--- src/rtl/multicycle_control_pkg.sv ---
// Shared opcode, funct, state and control-code definitions for the multicycle controller.
package multicycle_control_pkg;

  localparam logic [5:0] OP_R      = 6'h00;
  localparam logic [5:0] OP_J      = 6'h02;
  localparam logic [5:0] OP_BEQ    = 6'h04;
  localparam logic [5:0] OP_BLEZAL = 6'h16;
  localparam logic [5:0] OP_BALV   = 6'h1B;
  localparam logic [5:0] OP_LW     = 6'h23;
  localparam logic [5:0] OP_SW     = 6'h2B;

  localparam logic [5:0] FN_BRV    = 6'h14;

  typedef enum logic [3:0] {
    S_FETCH    = 4'd0,
    S_DECODE   = 4'd1,
    S_R_EXEC   = 4'd2,
    S_R_WB     = 4'd3,
    S_MEM_ADDR = 4'd4,
    S_MEM_RD   = 4'd5,
    S_MEM_WB   = 4'd6,
    S_MEM_WR   = 4'd7,
    S_BEQ      = 4'd8,
    S_JUMP     = 4'd9,
    S_BLEZAL   = 4'd10,
    S_BALV     = 4'd11,
    S_BRV      = 4'd12
  } state_t;

  localparam logic [1:0] PC_ALU    = 2'd0;
  localparam logic [1:0] PC_ALUOUT = 2'd1;
  localparam logic [1:0] PC_JUMP   = 2'd2;
  localparam logic [1:0] PC_RS     = 2'd3;

  localparam logic [1:0] WB_ALUOUT = 2'd0;
  localparam logic [1:0] WB_MDR    = 2'd1;
  localparam logic [1:0] WB_PC     = 2'd2;

  localparam logic [1:0] RD_RT     = 2'd0;
  localparam logic [1:0] RD_RD     = 2'd1;
  localparam logic [1:0] RD_RA     = 2'd2;

  localparam logic [1:0] ALUB_RT      = 2'd0;
  localparam logic [1:0] ALUB_FOUR    = 2'd1;
  localparam logic [1:0] ALUB_IMM     = 2'd2;
  localparam logic [1:0] ALUB_IMM_SH2 = 2'd3;

  localparam logic [1:0] ALU_ADD   = 2'b00;
  localparam logic [1:0] ALU_SUB   = 2'b01;
  localparam logic [1:0] ALU_FUNCT = 2'b10;

  // R-type functs the ALU can execute; brv is decoded separately.
  function automatic logic is_legal_r(input logic [5:0] fn);
    case (fn)
      6'h00, 6'h02, 6'h03, 6'h20, 6'h21, 6'h22, 6'h23,
      6'h24, 6'h25, 6'h26, 6'h27, 6'h2A, 6'h2B: return 1'b1;
      default: return 1'b0;
    endcase
  endfunction

endpackage

--- src/rtl/multicycle_control_if.sv ---
// Controller <-> datapath signal bundle; master is the controller, slave the datapath.
interface multicycle_control_if;
  logic [5:0] opcode;
  logic [5:0] funct;
  logic       zero;
  logic       rs_lez;
  logic [2:0] stat;
  logic       mem_ready;
  logic       pc_we;
  logic [1:0] pc_src;
  logic       iord;
  logic       mem_re;
  logic       mem_we;
  logic       ir_we;
  logic       reg_we;
  logic [1:0] reg_dst;
  logic [1:0] wb_src;
  logic       alu_src_a;
  logic [1:0] alu_src_b;
  logic [1:0] alu_op;
  logic       status_we;
  logic       illegal;
  logic [3:0] state;

  modport master (
    input  opcode, funct, zero, rs_lez, stat, mem_ready,
    output pc_we, pc_src, iord, mem_re, mem_we, ir_we, reg_we, reg_dst, wb_src,
           alu_src_a, alu_src_b, alu_op, status_we, illegal, state
  );

  modport slave (
    output opcode, funct, zero, rs_lez, stat, mem_ready,
    input  pc_we, pc_src, iord, mem_re, mem_we, ir_we, reg_we, reg_dst, wb_src,
           alu_src_a, alu_src_b, alu_op, status_we, illegal, state
  );
endinterface

--- src/rtl/multicycle_control.sv ---
// Moore sequencing FSM: fetch/decode/execute/memory/writeback over one memory port and one ALU.
//   state      | meaning
//   S_FETCH    | read instruction at PC, PC <= PC+4 when memory is ready
//   S_DECODE   | branch target into ALUOut, dispatch on opcode
//   S_R_EXEC   | rs op rt, load status flags
//   S_R_WB     | ALUOut -> rd
//   S_MEM_ADDR | rs + imm address
//   S_MEM_RD   | data read, wait for ready
//   S_MEM_WB   | MDR -> rt
//   S_MEM_WR   | data write, wait for ready
//   S_BEQ      | compare, branch on zero
//   S_JUMP     | PC <= jump target
//   S_BLEZAL   | branch-and-link when rs <= 0
//   S_BALV     | jump-and-link on overflow flag
//   S_BRV      | jump-register-and-link on overflow flag
module multicycle_control
  import multicycle_control_pkg::*;
(
  input logic clk,
  input logic rst,
  multicycle_control_if.master ctl
);

  state_t state_q, state_d;

  always_ff @(posedge clk or posedge rst) begin
    if (rst) state_q <= S_FETCH;
    else     state_q <= state_d;
  end

  always_comb begin
    state_d       = state_q;
    ctl.pc_we     = 1'b0;
    ctl.pc_src    = PC_ALU;
    ctl.iord      = 1'b0;
    ctl.mem_re    = 1'b0;
    ctl.mem_we    = 1'b0;
    ctl.ir_we     = 1'b0;
    ctl.reg_we    = 1'b0;
    ctl.reg_dst   = RD_RT;
    ctl.wb_src    = WB_ALUOUT;
    ctl.alu_src_a = 1'b0;
    ctl.alu_src_b = ALUB_RT;
    ctl.alu_op    = ALU_ADD;
    ctl.status_we = 1'b0;
    ctl.illegal   = 1'b0;
    ctl.state     = state_q;

    case (state_q)
      S_FETCH: begin
        ctl.mem_re    = 1'b1;
        ctl.alu_src_b = ALUB_FOUR;
        ctl.ir_we     = ctl.mem_ready;
        ctl.pc_we     = ctl.mem_ready;
        if (ctl.mem_ready) state_d = S_DECODE;
      end
      S_DECODE: begin
        ctl.alu_src_b = ALUB_IMM_SH2;
        state_d       = S_FETCH;
        case (ctl.opcode)
          OP_R: begin
            if (ctl.funct == FN_BRV)         state_d = S_BRV;
            else if (is_legal_r(ctl.funct))  state_d = S_R_EXEC;
            else                             ctl.illegal = 1'b1;
          end
          OP_LW, OP_SW: state_d = S_MEM_ADDR;
          OP_BEQ:       state_d = S_BEQ;
          OP_J:         state_d = S_JUMP;
          OP_BLEZAL:    state_d = S_BLEZAL;
          OP_BALV:      state_d = S_BALV;
          default:      ctl.illegal = 1'b1;
        endcase
      end
      S_R_EXEC: begin
        ctl.alu_src_a = 1'b1;
        ctl.alu_op    = ALU_FUNCT;
        ctl.status_we = 1'b1;
        state_d       = S_R_WB;
      end
      S_R_WB: begin
        ctl.reg_we  = 1'b1;
        ctl.reg_dst = RD_RD;
        state_d     = S_FETCH;
      end
      S_MEM_ADDR: begin
        ctl.alu_src_a = 1'b1;
        ctl.alu_src_b = ALUB_IMM;
        state_d       = (ctl.opcode == OP_LW) ? S_MEM_RD : S_MEM_WR;
      end
      S_MEM_RD: begin
        ctl.iord   = 1'b1;
        ctl.mem_re = 1'b1;
        if (ctl.mem_ready) state_d = S_MEM_WB;
      end
      S_MEM_WB: begin
        ctl.reg_we = 1'b1;
        ctl.wb_src = WB_MDR;
        state_d    = S_FETCH;
      end
      S_MEM_WR: begin
        ctl.iord   = 1'b1;
        ctl.mem_we = 1'b1;
        if (ctl.mem_ready) state_d = S_FETCH;
      end
      S_BEQ: begin
        ctl.alu_src_a = 1'b1;
        ctl.alu_op    = ALU_SUB;
        ctl.pc_src    = PC_ALUOUT;
        ctl.pc_we     = ctl.zero;
        state_d       = S_FETCH;
      end
      S_JUMP: begin
        ctl.pc_src = PC_JUMP;
        ctl.pc_we  = 1'b1;
        state_d    = S_FETCH;
      end
      S_BLEZAL: begin
        ctl.pc_src  = PC_ALUOUT;
        ctl.reg_dst = RD_RA;
        ctl.wb_src  = WB_PC;
        ctl.pc_we   = ctl.rs_lez;
        ctl.reg_we  = ctl.rs_lez;
        state_d     = S_FETCH;
      end
      S_BALV, S_BRV: begin
        ctl.pc_src  = (state_q == S_BRV) ? PC_RS : PC_JUMP;
        ctl.reg_dst = RD_RA;
        ctl.wb_src  = WB_PC;
        ctl.pc_we   = ctl.stat[0];
        ctl.reg_we  = ctl.stat[0];
        state_d     = S_FETCH;
      end
      default: state_d = S_FETCH;
    endcase

    // Reset must silence every strobe immediately, not on the next edge.
    if (rst) begin
      ctl.pc_we     = 1'b0;
      ctl.ir_we     = 1'b0;
      ctl.reg_we    = 1'b0;
      ctl.mem_re    = 1'b0;
      ctl.mem_we    = 1'b0;
      ctl.status_we = 1'b0;
      ctl.illegal   = 1'b0;
    end
  end

endmodule

--- src/flat_wrapper.sv ---
// flat-port wrapper written by rule: the top's interface ports become plain ports
module multicycle_control_flat import multicycle_control_pkg::*;
  (clk, rst, ctl_opcode, ctl_funct, ctl_zero, ctl_rs_lez, ctl_stat, ctl_mem_ready, ctl_pc_we, ctl_pc_src, ctl_iord, ctl_mem_re, ctl_mem_we, ctl_ir_we, ctl_reg_we, ctl_reg_dst, ctl_wb_src, ctl_alu_src_a, ctl_alu_src_b, ctl_alu_op, ctl_status_we, ctl_illegal, ctl_state);
  multicycle_control_if ctl_i ();
  input logic clk;
  input logic rst;
  input wire logic [$bits(ctl_i.opcode)-1:0] ctl_opcode;
  input wire logic [$bits(ctl_i.funct)-1:0] ctl_funct;
  input wire logic [$bits(ctl_i.zero)-1:0] ctl_zero;
  input wire logic [$bits(ctl_i.rs_lez)-1:0] ctl_rs_lez;
  input wire logic [$bits(ctl_i.stat)-1:0] ctl_stat;
  input wire logic [$bits(ctl_i.mem_ready)-1:0] ctl_mem_ready;
  output wire logic [$bits(ctl_i.pc_we)-1:0] ctl_pc_we;
  output wire logic [$bits(ctl_i.pc_src)-1:0] ctl_pc_src;
  output wire logic [$bits(ctl_i.iord)-1:0] ctl_iord;
  output wire logic [$bits(ctl_i.mem_re)-1:0] ctl_mem_re;
  output wire logic [$bits(ctl_i.mem_we)-1:0] ctl_mem_we;
  output wire logic [$bits(ctl_i.ir_we)-1:0] ctl_ir_we;
  output wire logic [$bits(ctl_i.reg_we)-1:0] ctl_reg_we;
  output wire logic [$bits(ctl_i.reg_dst)-1:0] ctl_reg_dst;
  output wire logic [$bits(ctl_i.wb_src)-1:0] ctl_wb_src;
  output wire logic [$bits(ctl_i.alu_src_a)-1:0] ctl_alu_src_a;
  output wire logic [$bits(ctl_i.alu_src_b)-1:0] ctl_alu_src_b;
  output wire logic [$bits(ctl_i.alu_op)-1:0] ctl_alu_op;
  output wire logic [$bits(ctl_i.status_we)-1:0] ctl_status_we;
  output wire logic [$bits(ctl_i.illegal)-1:0] ctl_illegal;
  output wire logic [$bits(ctl_i.state)-1:0] ctl_state;
  assign ctl_i.opcode = ctl_opcode;
  assign ctl_i.funct = ctl_funct;
  assign ctl_i.zero = ctl_zero;
  assign ctl_i.rs_lez = ctl_rs_lez;
  assign ctl_i.stat = ctl_stat;
  assign ctl_i.mem_ready = ctl_mem_ready;
  assign ctl_pc_we = ctl_i.pc_we;
  assign ctl_pc_src = ctl_i.pc_src;
  assign ctl_iord = ctl_i.iord;
  assign ctl_mem_re = ctl_i.mem_re;
  assign ctl_mem_we = ctl_i.mem_we;
  assign ctl_ir_we = ctl_i.ir_we;
  assign ctl_reg_we = ctl_i.reg_we;
  assign ctl_reg_dst = ctl_i.reg_dst;
  assign ctl_wb_src = ctl_i.wb_src;
  assign ctl_alu_src_a = ctl_i.alu_src_a;
  assign ctl_alu_src_b = ctl_i.alu_src_b;
  assign ctl_alu_op = ctl_i.alu_op;
  assign ctl_status_we = ctl_i.status_we;
  assign ctl_illegal = ctl_i.illegal;
  assign ctl_state = ctl_i.state;
  multicycle_control u_core (.clk(clk), .rst(rst), .ctl(ctl_i));
endmodule
--- config.mk ---
export PLATFORM = sky130hd
export DESIGN_NAME = multicycle_control_flat
export DESIGN_NICKNAME = d
export VERILOG_FILES = /design/src/rtl/multicycle_control_pkg.sv /design/src/rtl/multicycle_control_if.sv /design/src/rtl/multicycle_control.sv /design/src/flat_wrapper.sv
export SDC_FILE = /design/constraint.sdc
export NUM_CORES = 1
export LEC_CHECK = 0
export ABC_AREA = 1
export BUFFER_PORTS_ARGS = -buffer_cell sky130_fd_sc_hd__buf_2
export CORE_ASPECT_RATIO = 1.4
export CORE_UTILIZATION = 24
export CTS_CLUSTER_SIZE = 28
export DETAILED_ROUTE_END_ITERATION = 16
export SYNTH_ARGS = -nofsm -noshare
export SYNTH_HDL_FRONTEND = slang
export SYNTH_SLANG_ARGS = --single-unit
--- constraint.sdc ---
create_clock -name clk -period 3.2 [get_ports clk]
set_input_delay 0.64 -clock clk [delete_from_list [all_inputs] [get_ports clk]]
set_output_delay 0.64 -clock clk [all_outputs]
set_load 0.005 [all_outputs]
Word level (Yosys, flattened, before mapping)
Memory sizes are Yosys's and may differ from the RTL's.
Cells that the tools add are included.
Widths: inputs -> output; s select.

storage, ports and cells
  bits in registers = 4
  latch bits = 0
  bits in writable memories = 0
  bits in read-only memories = 64
  bits of input ports = 20
  output and inout bits = 23
  word-level logic and storage cells = 72
  memories kept = 1

operators by class
  $add $sub $neg = 0
  multiply operators = 0
  div/mod/pow operators = 0
  order comparisons = 0
  equal/unequal tests = 22
  shift-type cells = 0
  mux-type cells = 36
  bitwise logic cells = 0
  reductions and logical operators = 12

memory list
  memory            depth  bits a word  read ports  clocked after Yosys merged registers in  wr ports  line                          text
  (name not given)  64     1            1           0                                        0         multicycle_control_pkg.sv:54  case (fn)

operator list
  operator            number
  $pmux 4 s6          2
  $eq 4x4->1 const B  5
  $mux 1              20
  $eq 6x5->1 const B  3
  $eq 4x3->1 const B  4
  $mux 4              4
  $eq 6x6->1 const B  2
  $pmux 2 s2          3
  $pmux 2 s3          2
  $reduce_or 2->1     6
  $eq 4x2->1 const B  2
  $eq 6x2->1 const B  1
  $eq 6x3->1 const B  1
  $logic_not 6->1     1
  $ne 2x2->1 const B  3
  $reduce_or 3->1     2
  $reduce_or 6->1     1
  $pmux 1 s5          1
  $eq 4x1->1 const B  1
  $logic_not 4->1     1
  $mux 2              2
  $pmux 1 s3          1
  $reduce_and 3->1    1
  $pmux 1 s2          1

Logic depth before layout (Yosys ltp)
  depth after elaboration = 9
  depth in mapped cells = 11
  depth with buffers taken out = 11

Worst setup path before layout
Ideal clock, no wire load.

  path type = in2out
  from = in ctl_opcode[4]
  to = out ctl_illegal
  arrival = 1.241 ns
  data required time = 2.560 ns
  path slack = 1.319 ns
  cell stages on the path = 7
  buffers on the path = 0
  cells stage by stage = inv_1 > nor2_1 > nand3_1 > nand2_1 > nor3_1 > nand2_1 > nor2_1

between the ends
  longest elaborated chain between the ends = 5

ends and longest elaborated chain
  what                                line                       text
  start: declaration                  flat_wrapper.sv:7          input wire logic [$bits(ctl_i.opcode)-1:0] ctl_opcode;
  $eq 6x6->1 (tied with other cells)  multicycle_control.sv:60   case (ctl.opcode)
  $reduce_or 6->1 (no source line)    n/a
  $pmux 1 s2 *                        multicycle_control.sv:60
  $mux 1 *                            multicycle_control.sv:49   case (state_q)
  $mux 1 *                            multicycle_control.sv:137  if (rst) begin
  end: declaration                    flat_wrapper.sv:26         output wire logic [$bits(ctl_i.illegal)-1:0] ctl_illegal;

Every way passes the cells marked *; elsewhere a longest branch is shown, timed or not.

Worst setup path in the final report
  from = reg u_core.state_q[1] (netlist: u_core.ctl.state[1])
  to = out ctl_illegal

between the ends
  longest elaborated chain between the ends = 3

ends and longest elaborated chain
  what                      line                       text
  start: declaration        multicycle_control.sv:24   state_t state_q, state_d;
  start signal: assignment  multicycle_control.sv:28   else state_q <= state_d;
  $eq 4x1->1                multicycle_control.sv:49
  $mux 1                    multicycle_control.sv:49
  $mux 1                    multicycle_control.sv:137

Every way passes these cells.

==> flow_summary_export.csv <==
group,metric,value,unit
outcome,outcome,"complete, no violations",
routing,dr.pass1.iters,4,
yosys,synth.area.top_cells,"nand2_1 (19%), inv_1 (16%), dfrtp_1 (15%), nor2_1 (14%), nand3_1 (9.2%)",
grt,grtUsageTotal,13.7,%
final_layout,nets,193,
yosys,yosysWarnings,0,
grt,grt_pass1_vias,811,
yosys,synth_top_area_share,19.1,%
final_layout,area_delta_synth_final,38.0,%
grt,antenna_found_initial,0,
setup_path,crit_path_start,"u_core.ctl.state[1]$_DFFE_PP0P_",
final_layout,diodes,0,
timing,max_freq,447,MHz
cts,clk_pin_slew,40,ps
timing,rsz0062_at_grt,"false",
routing,wl_per_cell,8.74,µm
floorplan,core_area,2470,µm²
timing,finalSetupViolations,0,
worst_hold_path,hold_path.class,"in2async",
yosys,synth-main-ff-cell,"dfrtp_1",
timing,hold_ws,369,ps
yosys,ys_seq_area_share,15.4,%
setup_path,cp_slowest_cell,"dfrtp_1",
setup_path,crit_fanout,8,
cts,clock_path_buffers,2,
job,maxCapViolCount,0,
cts,clock-sinks,4,
final_layout,postLayoutCellArea,896,µm²
cts,post_cts_buffers,0,
setup_path,crit_family,"simple AND/OR/NAND/NOR gates",
yosys,synth_edf_count,0,
setup_path,cp_num_buf_inv,3,
grt,grt_overflow_total,0,
timing,skew,0.736,ps
floorplan,die-area,2920,µm²
floorplan,rows,21,
cts,hold_buffers,0,
placement,io_buffers,40,
floorplan,die_width,46.0,µm
final_layout,regArea,100,µm²
final_layout,largest_reg_flops,4,
yosys,syn-instance-count,130,
yosys,synthesis.nets,150,
cts,tritoncts,"yes",
final_layout,multi_input_area,418,µm²
cts,cts_root_buffer,"clkbuf_4",
setup_path,cp_common_cell,"nand2_1",
yosys,synth_top_cell_by_area,"nand2_1",
setup_path,r2r-start,"u_core.ctl.state[0]$_DFFE_PP0P_",
setup_path,max_stage_delay,470,ps
setup_path,worstSetupStartpointType,"flop",
timing,hold_viol_final,0,
routing,drt-initial-drc-count,17,
routing,drt_wl_total,1.79,mm
timing,slew_headroom,79.6,%
setup_path,path_cells,"inv_1 -> nand2_1 -> nor2_2 -> inv_2 -> nor3_1 -> nand2_1 -> nor2_1 -> buf_2",
yosys,yosysMostFrequentCell,"nand2_1",
routing,drc,0,
timing,finalCriticalPeriod,2240,ps
timing,min_period_over_period,69.9,%
setup_path,crit_arrival,1600,ps
timing,setup-tns-final,0,ps
pwr,powerDensity,508,nW/µm²
yosys,synth_common_cells,"nand2_1 (33), inv_1 (28), nor2_1 (25)",
placement,placed_area,873,µm²
setup_path,critPathKind,"reg2out",
cts,clock_latency,230,ps
placement,dp_hpwl,1.57,mm
setup_path,worstPathRequired,2560,ps
cts,htree_levels,1,
setup_path,endpoint_kind,"output pin",
placement,gp_congestion,0.784,
cts,post_cts_resized,0,
yosys,async_flop_share,100,%
pwr,max-vdd-ir-drop,0.000152,V
routing,ant_nets,0,
yosys,synthDistinctLibCells,17,
final_layout,drive_above_1_share,29.2,%
cts,cts_made_buffers,3,
yosys,avgSynthCellArea,5.00,µm²
floorplan,die_h,63.5,µm
grt,grt_pass1_wl,3.09,mm
pwr,leakage,0.000630,µW
pwr,p_total,455,µW
timing,tightest_slew,306,ps
yosys,ys_ff_latch,4,
grt,grt_start_max_net_pins,10,
routing,via_count,878,
routing,via_per_inst,4.28,
timing,drv_slew,0,
yosys,syn-cell-area,649,µm²
floorplan,boundaryPins,43,
floorplan,start_util,26.3,%
final_layout,n_fill_cell,333,
-- path summary, 6_finish.rpt --
check / cells past startpoint / to / slack (ps)
worst max-delay path: 8 / ctl_illegal / 960
worst min register to register: 2 / u_core.ctl.state[0]$_DFFE_PP0P_ / 600
worst min-delay path: 2 / u_core.ctl.state[0]$_DFFE_PP0P_ / 370
max in group asynchronous: 2 / u_core.ctl.state[1]$_DFFE_PP0P_ / 2670
min in group clk: 2 / u_core.ctl.state[0]$_DFFE_PP0P_ / 600
worst max register to register: 6 / u_core.ctl.state[2]$_DFFE_PP0P_ / 1840
-- layer usage --
| layer | part of all wire, % | vias to the layer above | global-route usage, % |
|---|---|---|---|
| li1 | - | 479 | - |
| met3 | 5.4 | 0 | 0 |
| met4 | 0 | 0 | 6.62 |
| met2 | 54 | 30 | 25.7 |
| met5 | 0 | - | 0 |
| met1 | 40 | 369 | 14.7 |
-- metrics by stage --
step | cells | util (%) | setup slack (ps)
final | 205 | 36.3 | 964
after global placement | 202 | 35.4 | 1030
after detailed placement | 202 | 35.4 | 1010
after global routing | 205 | 36.3 | 828
after CTS | 205 | 36.3 | 915
after floorplan | 130 | - | 1320
-- power by group --
group          switching [µW]  internal (µW)
registers                33.2           66.2
clock network            19.4           41.9
logic                     175            120
total                     227            228
-- placed cells by master, fill, tap and decap left out --
master / n
a21oi_1: 1
buf_2: 40
clkbuf_4: 3
dfrtp_1: 4
inv_1: 28
inv_2: 2
nand2_1: 33
nand3_1: 12
nand4_1: 4
nor2_1: 25
nor2_2: 3
nor2_4: 1
nor3_1: 6
o21ai_0: 6
o21ai_1: 1
o21ai_2: 1
o22ai_1: 1
-- layout make-up --
class | instances | area share [%]
tap | 34 | 4.75
clock buffer | 3 | 2.51
multi-input combinational | 94 | 46.6
inverter | 30 | 12.6
sequential | 4 | 11.2
timing repair buffer | 40 | 22.3
-- kinds of logic after synthesis --
| group | after synthesis | share of synthesized area, % |
|---|---|---|
| flops | 4 | 15.4 |
| compound gates | 10 | 8.48 |
| simple gates | 84 | 55.9 |
| buf+inv | 32 | 20.2 |
No activity file was read; power rests on OpenSTA's default activity.
